`src/rtl/axi_line_fill.sv`:
```
// Fills one cache line with a single AXI4 INCR read burst: 18 cycles from start to done at full rate.
// Waits on ARREADY and RVALID as long as needed; RREADY is high for the whole data phase.
module axi_line_fill #(
    parameter int AXI_ADDR_W  = 32,
    parameter int AXI_DATA_W  = 32,
    parameter int AXI_ID_W    = 4,
    parameter int BLOCK_WIDTH = 512,
    parameter int AXI_ID      = 0
) (
    input  logic                   i_clk,
    input  logic                   i_arst,
    input  logic                   i_axi_read_start,
    input  logic [AXI_ADDR_W-1:0]  i_addr,
    output logic                   o_axi_read_done,
    output logic [BLOCK_WIDTH-1:0] o_data_block,
    output logic                   o_read_error,
    output logic [AXI_ID_W-1:0]    o_arid,
    output logic [AXI_ADDR_W-1:0]  o_araddr,
    output logic [7:0]             o_arlen,
    output logic [2:0]             o_arsize,
    output logic [1:0]             o_arburst,
    output logic                   o_arvalid,
    input  logic                   i_arready,
    input  logic [AXI_ID_W-1:0]    i_rid,
    input  logic [AXI_DATA_W-1:0]  i_rdata,
    input  logic [1:0]             i_rresp,
    input  logic                   i_rlast,
    input  logic                   i_rvalid,
    output logic                   o_rready
);

    localparam int BEATS = BLOCK_WIDTH / AXI_DATA_W;
    localparam int OFFS  = $clog2(BLOCK_WIDTH / 8);
    localparam int CNT_W = (BEATS > 1) ? $clog2(BEATS) : 1;

    localparam logic [AXI_ADDR_W-1:0] LINE_MASK = {AXI_ADDR_W{1'b1}} << OFFS;
    localparam logic [CNT_W-1:0]      LAST_CNT  = CNT_W'(BEATS - 1);

    localparam logic [1:0] S_IDLE = 2'd0;
    localparam logic [1:0] S_ADDR = 2'd1;
    localparam logic [1:0] S_DATA = 2'd2;
    localparam logic [1:0] S_DONE = 2'd3;

    logic [1:0]             state_q, state_d;
    logic [CNT_W-1:0]       cnt_q, cnt_d;
    logic [AXI_ADDR_W-1:0]  addr_q, addr_d;
    logic [BLOCK_WIDTH-1:0] blk_q, blk_d;
    logic                   err_q, err_d;
    logic                   last_slot;
    logic                   beat_bad;

    assign o_arid    = AXI_ID_W'(AXI_ID);
    assign o_arlen   = 8'(BEATS - 1);
    assign o_arsize  = 3'($clog2(AXI_DATA_W / 8));
    assign o_arburst = 2'b01;

    assign o_arvalid       = (state_q == S_ADDR);
    assign o_rready        = (state_q == S_DATA);
    assign o_axi_read_done = (state_q == S_DONE);
    assign o_araddr        = addr_q;
    assign o_data_block    = blk_q;
    assign o_read_error    = err_q;

    assign last_slot = (cnt_q == LAST_CNT);
    assign beat_bad  = (i_rresp != 2'b00) || (i_rid != AXI_ID_W'(AXI_ID));

    always_comb begin
        state_d = state_q;
        cnt_d   = cnt_q;
        addr_d  = addr_q;
        blk_d   = blk_q;
        err_d   = err_q;
        case (state_q)
            S_IDLE: begin
                if (i_axi_read_start) begin
                    addr_d  = i_addr & LINE_MASK;
                    cnt_d   = '0;
                    err_d   = 1'b0;
                    state_d = S_ADDR;
                end
            end
            S_ADDR: begin
                if (i_arready) begin
                    state_d = S_DATA;
                end
            end
            S_DATA: begin
                if (i_rvalid) begin
                    blk_d[cnt_q*AXI_DATA_W +: AXI_DATA_W] = i_rdata;
                    cnt_d = cnt_q + CNT_W'(1);
                    if (beat_bad) begin
                        err_d = 1'b1;
                    end
                    // Whichever of RLAST or a full line comes first ends the burst; disagreement is an error.
                    if (i_rlast || last_slot) begin
                        state_d = S_DONE;
                        if (i_rlast != last_slot) begin
                            err_d = 1'b1;
                        end
                    end
                end
            end
            default: begin
                state_d = S_IDLE;
            end
        endcase
    end

    always_ff @(posedge i_clk) begin
        if (!i_arst) begin
            state_q <= S_IDLE;
            cnt_q   <= '0;
            addr_q  <= '0;
            blk_q   <= '0;
            err_q   <= 1'b0;
        end else begin
            state_q <= state_d;
            cnt_q   <= cnt_d;
            addr_q  <= addr_d;
            blk_q   <= blk_d;
            err_q   <= err_d;
        end
    end

endmodule

```
`config.mk`:
```
export PLATFORM = sky130hd
export DESIGN_NAME = axi_line_fill
export DESIGN_NICKNAME = d
export VERILOG_FILES = /design/src/rtl/axi_line_fill.sv
export SDC_FILE = /design/constraint.sdc
export NUM_CORES = 1
export LEC_CHECK = 0
export ABC_AREA = 1
export BUFFER_PORTS_ARGS = -buffer_cell sky130_fd_sc_hd__buf_2
export CORE_UTILIZATION = 23
export CTS_CLUSTER_SIZE = 16
export DETAILED_ROUTE_END_ITERATION = 7
export RECOVER_POWER = 25
export REMOVE_ABC_BUFFERS = 1
export SLEW_MARGIN = 10
export SYNTH_ARGS = -nofsm -noshare
export SYNTH_HDL_FRONTEND = slang
export SYNTH_SLANG_ARGS = --single-unit
```
`constraint.sdc`:
```
create_clock -name i_clk -period 3.05 [get_ports i_clk]
set_input_delay 0.1525 -clock i_clk [delete_from_list [all_inputs] [get_ports i_clk]]
set_output_delay 0.1525 -clock i_clk [all_outputs]
set_load 0.005 [all_outputs]
```
-- After elaboration in Yosys (flattened, before gate mapping)
Cells that the tools add are included.
- bits in registers: 545
- input bits: 76
- output and inout port bits: 565
- word-level logic and storage cells: 43
- $add $sub $neg: 2
- equal/unequal tests: 9
- shift operators: 2
- muxes and demuxes: 15
- reduce and logical (&&, ||, !) cells: 10
- operator list (kind ; number):
    512-bit bitwise mux ; 1
    32-bit by 34-bit variable shift with 512-bit output, first input constant ; 1
    32-bit by 34-bit indexed part select with 512-bit output ; 1
    9-bit negator with 34-bit output ; 1
    2-bit 2-to-1 mux ; 4
    4-bit 2-to-1 mux ; 2
    4-bit case mux with 2 select lines ; 1
    2-bit case mux with 3 select lines ; 1
    1-bit 2-to-1 mux ; 5
    4-bit by 1-bit adder with 4-bit output, second input constant ; 1
    2-bit equality test, second input constant ; 2
    4-bit equality test, second input constant ; 1
    2-bit by 1-bit != test with 1-bit output, second input constant ; 2
    2-bit != test, second input constant ; 2
    2-bit AND reduction ; 2
    4-bit AND reduction ; 1
    2-bit nonzero test ; 2
    4-bit nonzero test ; 1
    3-bit AND reduction ; 1
    2-bit by 1-bit equality test with 1-bit output, second input constant ; 1
    2-bit zero test ; 1
    1-bit logical OR ; 2
    1-bit case mux with 2 select lines ; 1
    1-bit != test ; 1

-- Logic depth before layout (Yosys ltp)
Gate-level depths: netlist of the first run.
- depth in word-level cells: 7
- mapped depth: 15
- depth with buffers taken out: 11

-- Worst setup path before layout of the first run
No wires, ideal clock.
- path type: flip-flop to flip-flop
- from: reg cnt_q[0]
- to: reg blk_q[377], in the netlist o_data_block[377]
- setup time: 71 ps
- data arrival time: 2416 ps
- data required time: 2979 ps
- path slack: 563 ps
- stages on the path, launching flop included: 12
- buffers on the path: 4
- period minus slack after synthesis: 2487 ps
- cell sequence: dfxtp_1 -> inv_1 -> buf_2 -> buf_1 -> ha_1 -> inv_2 -> buf_2 -> clkbuf_1 -> nand3_1 -> nor3_1 -> nand3_1 -> a21oi_1
- word-level cells in the longest chain between the ends: 3
- elaborated cells between the ends (all ways): 4
- classes of those cells: 1 x add/sub; 2 x shift; 1 x mux
- ends and longest elaborated chain (element ; RTL line ; RTL):
    start: declaration ; 45 ; logic [CNT_W-1:0] cnt_q, cnt_d;
    start signal: assignment ; 118 ; cnt_q <= cnt_d;
    9-bit negator with 34-bit output * ; 89 ; blk_d[cnt_q*AXI_DATA_W +: AXI_DATA_W] = i_rdata;
    32-bit by 34-bit indexed part select with 512-bit output / 32-bit by 34-bit variable shift with 512-bit output (equally long branches) ; 89 ;
    512-bit bitwise mux * ; 89 ;
    end signal: assignment ; 120 ; blk_q <= blk_d;
    end: declaration ; 47 ; logic [BLOCK_WIDTH-1:0] blk_q, blk_d;
Mark *: on every way between the ends. The rest lies on a longest branch, timed or not.
A chain may end at the register's enable or synchronous reset.

-- Worst setup path in the final report of the first run
- from: reg cnt_q[2]
- to: reg blk_q[469], in the netlist o_data_block[469]
The elaborated chain is that of the path after synthesis.

==> flow_summary.toml, run 1 <==
[sta]
worst_clock_skew_ns = 0.0175
drv_slew = 0
slew_headroom = 0.224
fin_crit_sh = 0.895
rsz0062_at_grt = "false"
fmax_mhz = 366
setup_violations = 0
finalHoldViolations = 0
tightest_slew_ns = 1.16
fin_crit_ns = 2.73
fin_ws_ns = 0.321

[logic_synthesis]
syn-instance-count = 3914
synth_seq_cells = 545
synth-compound-area-share = 0.0681
yosys.area_share.adder = 0.00393
muxShareOfSynthArea = 0
synthDistinctLibCells = 34
syn-cell-area_sq_um = 25500
synth-xor-area-share = 0
synth-seq-area-share = 0.428
yosys_warnings = 0
yosys.area_share.simple = 0.388
synth_top_family_by_area = "simple AND/OR/NAND/NOR gates"
synth_area_per_cell_sq_um = 6.51

[critical_path]
cp-end-kind = "flip-flop"
worstSetupStartpointType = "flip-flop"
worstPathRequired_ns = 3.62
crit_arrival_ns = 3.30
crit_type = "reg -> reg"
reg2regPathDepth = 11
r2r_slack_ns = 0.32
crit_fanout = 22

[cells_and_area]
final_cell_mix = "nand2_1, nor2_1, dfxtp_1"
syn2layout_area_growth_pct = 28.1
stdcell_area_sq_um = 32700
drive_gt1_frac = 0.154
final_nets = 4501
layout_commonest_cell = "nand2_1"

[route]
wl_per_cell_microns = 19.8
vias_per_cell = 4.60
drt-initial-drc-count = 2079
drt.antenna.violating_nets = 0
drc = 0
drt_wl_total_mm = 118
vias = 27400
first_pass_iters = 5

[power_and_ir_drop]
ir_drop_v = 0.000320
power_uw = 18500
power.share.combinational = 0.149
pwr-share-seq = 0.400
power_frac_clock = 0.452
p_switching_uw = 5670
internal-power_uw = 12900
power.leakage_uw = 0.0149
sw_frac_of_total = 0.306
power_density_nw_per_um2 = 567

[global_routing]
grt_max_degree = 131
antenna_found_initial = 10
grt_pass1_vias = 24700
grt_pass1_wl_mm = 168
globalRoute.totalOverflow = 0
grt_use_total = 0.203

[cts]
cts_tree = "yes"
insertion_delay_ns = 0.64
clock-sinks = 545
numCtsBuffers = 68
h-tree-depth = 3
root_buffer = "clkbuf_16"
path_clk_slew_ns = 0.06
cts_buffer_depth = 3
post_cts_resized = 0

[floorplanning]
dieWidth_microns = 335
ios = 641
rows = 121
core_area_sq_um = 109000
initial_core_util = 0.233
dieArea_sq_um = 112000
die_h_microns = 335

[place]
io_buffer_count = 611
place_congestion = 0.835
place_area_sq_um = 30100
hpwl_mm = 77.5
pre_cts_slack_ns = 0.265

[run_status]
status = "complete, no violations"

[hold_path]
whs_path_depth = 5
hold_path_class = "in -> reg"

[flow_run]
maxCapViolCount = 0
logic make-up (layout without fill, tap and decap cells):
kind of cell / Yosys count / count (layout)
compound gates: 338 / 338
fa+ha+maj: 8 / 8
buf+inv: 697 / 1230
flops: 545 / 545
other cells: 2 / 28
simple gates: 2324 / 2324
through the flow:
stage	TNS [ns]	std cells	utilization	hold slack [ns]
floorplan	-4342.82	3589	-	0.273
global placement	0	5776	0.275	0.401
detailed placement	0	5776	0.275	0.411
CTS	0	5944	0.301	0.0126
global route	0	5945	0.299	0.0518
finish	0	5949	0.299	0.0437
registers in the layout (all words and copies together), names as in the netlist:
name,cells
o_data_block,512
o_araddr,26
cnt_q,4
state_q,2
o_read_error,1
power groups by stage:
stage | clock (uW) | combinational (uW) | sequential [uW]
5_1_grt | 8830 | 2980 | 7420
2_1_floorplan | 0 | 1180 | 7580
3_5_place_dp | 0 | 2670 | 7560
3_3_place_gp | 0 | 2670 | 7550
6_report | 8370 | 2750 | 7410
4_1_cts | 8590 | 2760 | 7400
cell usage after synthesis:
master | n | area [sq um]
clkinv_1 | 2 | 7.51
a21oi_1 | 272 | 1360
o21ai_0 | 48 | 240
nand4_1 | 62 | 388
nor3b_1 | 1 | 7.51
a211oi_1 | 1 | 7.51
nand4_4 | 1 | 21.3
dfxtp_1 | 545 | 10900
conb_1 | 2 | 7.51
o21a_1 | 14 | 105
inv_1 | 345 | 1290
nand3_1 | 353 | 1770
nor2_1 | 711 | 2670
o21ai_2 | 1 | 8.76
buf_4 | 30 | 225
or2_0 | 11 | 68.8
nor2_4 | 3 | 33.8
o31ai_1 | 1 | 7.51
nand2_2 | 5 | 31.3
nand2_1 | 846 | 3180
nand3_2 | 2 | 20.0
nor2_2 | 2 | 12.5
ha_1 | 8 | 100
buf_2 | 93 | 465
nor3_1 | 315 | 1580
nor3_4 | 1 | 16.3
or2_2 | 1 | 6.26
nand4_2 | 5 | 62.6
nor3_2 | 2 | 20.0
o21ai_1 | 1 | 5.00
buf_1 | 31 | 116
nand3b_1 | 3 | 22.5
clkbuf_1 | 192 | 721
inv_2 | 4 | 15.0
path summary, 6_finish.rpt:
kind,to,startpoint
hold / removal,o_data_block[11],i_rdata[11]
setup / recovery,o_data_block[469],cnt_q[2]
setup reg to reg,o_data_block[469],cnt_q[2]
hold reg to reg,o_data_block[50],o_data_block[50]
cell type report:
class                   instances  area [sq um]
diodes                          5          12.5
repair buffers                758          4330
flip-flops and latches        545         10900
inverters                     351          1340
multi-input cells            2693         11900
well taps                    1476          1850
fillers                     12100         76600
clock buffers                  98          1980
clock inverters                23           305
layer usage:
metal / routed length, microns / vias up / GRT usage
li1: - / 13400 / -
met1: 50300 / 12700 / 0.260
met2: 53300 / 1017 / 0.321
met3: 8880 / 218 / 0.0464
met4: 5300 / 0 / 0.0935
met5: 0 / - / 0
repair_timing:
item,4_1_cts,5_1_grt
endpoints found under the hold margin,92,0
setup buffers,0,0
hold buffers,47,0
critical path, cell delays in order (launching register included):
cell	delay, ns
dfxtp_1	0.37
nor3_1	0.40
ha_4	0.31
inv_6	0.09
nand2_2	0.08
nor2_4	0.39
buf_4	0.36
nand4_2	0.16
buf_4	0.25
nand2_1	0.09
nand2_1	0.05
nor2_1	0.08
Power figures use the tool's default switching activity.
==> run 2, diff against run 1 <==
CORE_AREA = 2 2 246 248   (was default)
CORE_UTILIZATION = default   (was 23)
DIE_AREA = 0 0 248 250   (was default)
PLACE_DENSITY = 0.67   (was default)
clock period = 3.15 ns   (was 3.05 ns; I/O delays follow)
==> run 2 against run 1 <==
  * Cell count is 13% lower
  * Maximum frequency is 9.7% lower
  * First-iteration DRC count is 16% higher
  * Critical path depth is 2 lower
  * Critical path type unchanged
  * Clock skew is 0.0043 ns lower
  * Hold slack worse by 0.0074 ns
==> flow_summary.toml, run 2 (synthesis results as in run 1) <==
[cells_and_area]
layout_commonest_cell = "nand2_1"
stdcell_count = 5197
final_cell_mix = "nand2_1, nor2_1, dfxtp_1"
syn2layout_area_growth_pct = 21.7
final_nets = 4449
stdcell_area_sq_um = 31000
num-fill-cells = 6133
largest_reg_flops = 512
drive_gt1_frac = 0.146
regArea_sq_um = 10900
multiInputGateArea_sq_um = 11900

[power_and_ir_drop]
sw_frac_of_total = 0.295
p_switching_uw = 4950
power_frac_clock = 0.424
internal-power_uw = 11800
ir_drop_v = 0.000412
power.leakage_uw = 0.0146
pwr-share-seq = 0.427
power.share.combinational = 0.149
power_density_nw_per_um2 = 541

[cts]
cts_setup_buffers = 0
clock-sinks = 545
h-tree-depth = 2
cts_buffer_depth = 3
cts_tree = "yes"
path_clk_slew_ns = 0.06
root_buffer = "clkbuf_16"
numCtsBuffers = 59
insertion_delay_ns = 0.62

[route]
first_pass_iters = 7
drt.antenna.violating_nets = 0
drt-initial-drc-count = 2421
vias_per_cell = 5.24
drt_wl_total_mm = 102
wl_per_cell_microns = 19.7
drc = 0
vias = 27200

[sta]
setup-tns-final_ns = 0
holdWs_ns = 0.0363
tightest_slew_ns = 1.04
drv_slew = 0
fmax_mhz = 331
slew_headroom = 0.309
fin_crit_ns = 3.02
fin_crit_sh = 0.960
worst_clock_skew_ns = 0.0132
rsz0062_at_grt = "false"
finalHoldViolations = 0
setup_violations = 0

[place]
io_buffer_count = 611
place_congestion = 0.841
hpwl_mm = 63.5
placedCellCount = 5052
place_area_sq_um = 28900

[critical_path]
path_cells = "buf_4 -> ha_1 -> nand3_1 -> ha_1 -> inv_1 -> nor2_1 -> o31ai_1 -> dlygate4sd3_1 -> a21oi_1"
worstPathRequired_ns = 3.62
crit_fanout = 68
crit_type = "reg -> reg"
worstSetupStartpointType = "flip-flop"
critPathMostFrequentCell = "ha_1"
cp-end-kind = "flip-flop"
cpMaxStageDelayCell = "buf_4"
crit_arrival_ns = 3.50
critPathBufInv = 3
cp_top_family = "buffers and inverters"
max_stage_delay_ns = 0.74

[global_routing]
globalRoute.totalOverflow = 0
antenna_found_initial = 3
grt_pass1_wl_mm = 151
grt_pass1_vias = 24100
grt_use_total = 0.316
grt_max_degree = 154

[run_status]
status = "complete, no violations"

[flow_run]
maxCapViolCount = 0

[hold_path]
hold_path_class = "in -> reg"

[floorplanning]
dieWidth_microns = 248
ios = 641
dieArea_sq_um = 62000
initial_core_util = 0.428
die_h_microns = 250
core_area_sq_um = 59600
rows = 90
## run 2: worst min-delay path: stages
cell,delay (ns)
buf_2,0.20
nand2_1,0.10
nand3_1,0.06
nand2_1,0.06
nor2_1,0.03
## run 2: final timing paths
kind | from | end | slack (ns) | cells after the start
setup / recovery | cnt_q[0] | o_read_error | 0.13 | 9
hold / removal | i_rdata[3] | o_data_block[3] | 0.04 | 5
setup reg to reg | cnt_q[0] | o_read_error | 0.13 | 9
hold reg to reg | o_data_block[290] | o_data_block[290] | 0.46 | 2
## run 2: metal layers
layer  global-route usage  part of all wire  vias to the layer above
met5                    0                 0                        -
met4                0.174             0.055                        0
met3               0.0727             0.094                      244
met2                0.481              0.45                     1261
met1                0.411              0.40                    12500
li1                     -                 -                    13200
## run 2: area by class of cell
class                   count  share of cell area
diodes                      4            0.000323
clock buffers              92              0.0585
clock inverters            15             0.00504
inverters                 351              0.0430
multi-input cells        2693               0.384
flip-flops and latches    545               0.352
well taps                 782              0.0315
repair buffers            715               0.125
## run 2: power groups by stage
stage          sequential, uW  combinational (uW)  clock, uW
5_1_grt                  7170                2680       7470
2_1_floorplan            7340                1140          0
3_5_place_dp             7300                2410          0
3_3_place_gp             7290                2400          0
4_1_cts                  7150                2460       7210
6_report                 7160                2500       7120
## run 2: what timing repair did
item,4_1_cts,5_1_grt
hold endpoints to repair,37,0
gates resized for setup,0,0
hold buffers,34,0
## run 2: through the flow
step                      utilization  power (uW)  worst slack [ns]
final                           0.521       16800             0.127
after global routing            0.521       17300            0.0228
after CTS                       0.524       16800             0.159
after detailed placement        0.485        9710             0.342
after global placement          0.485        9700             0.413
after floorplan                     -        8480            -10.94
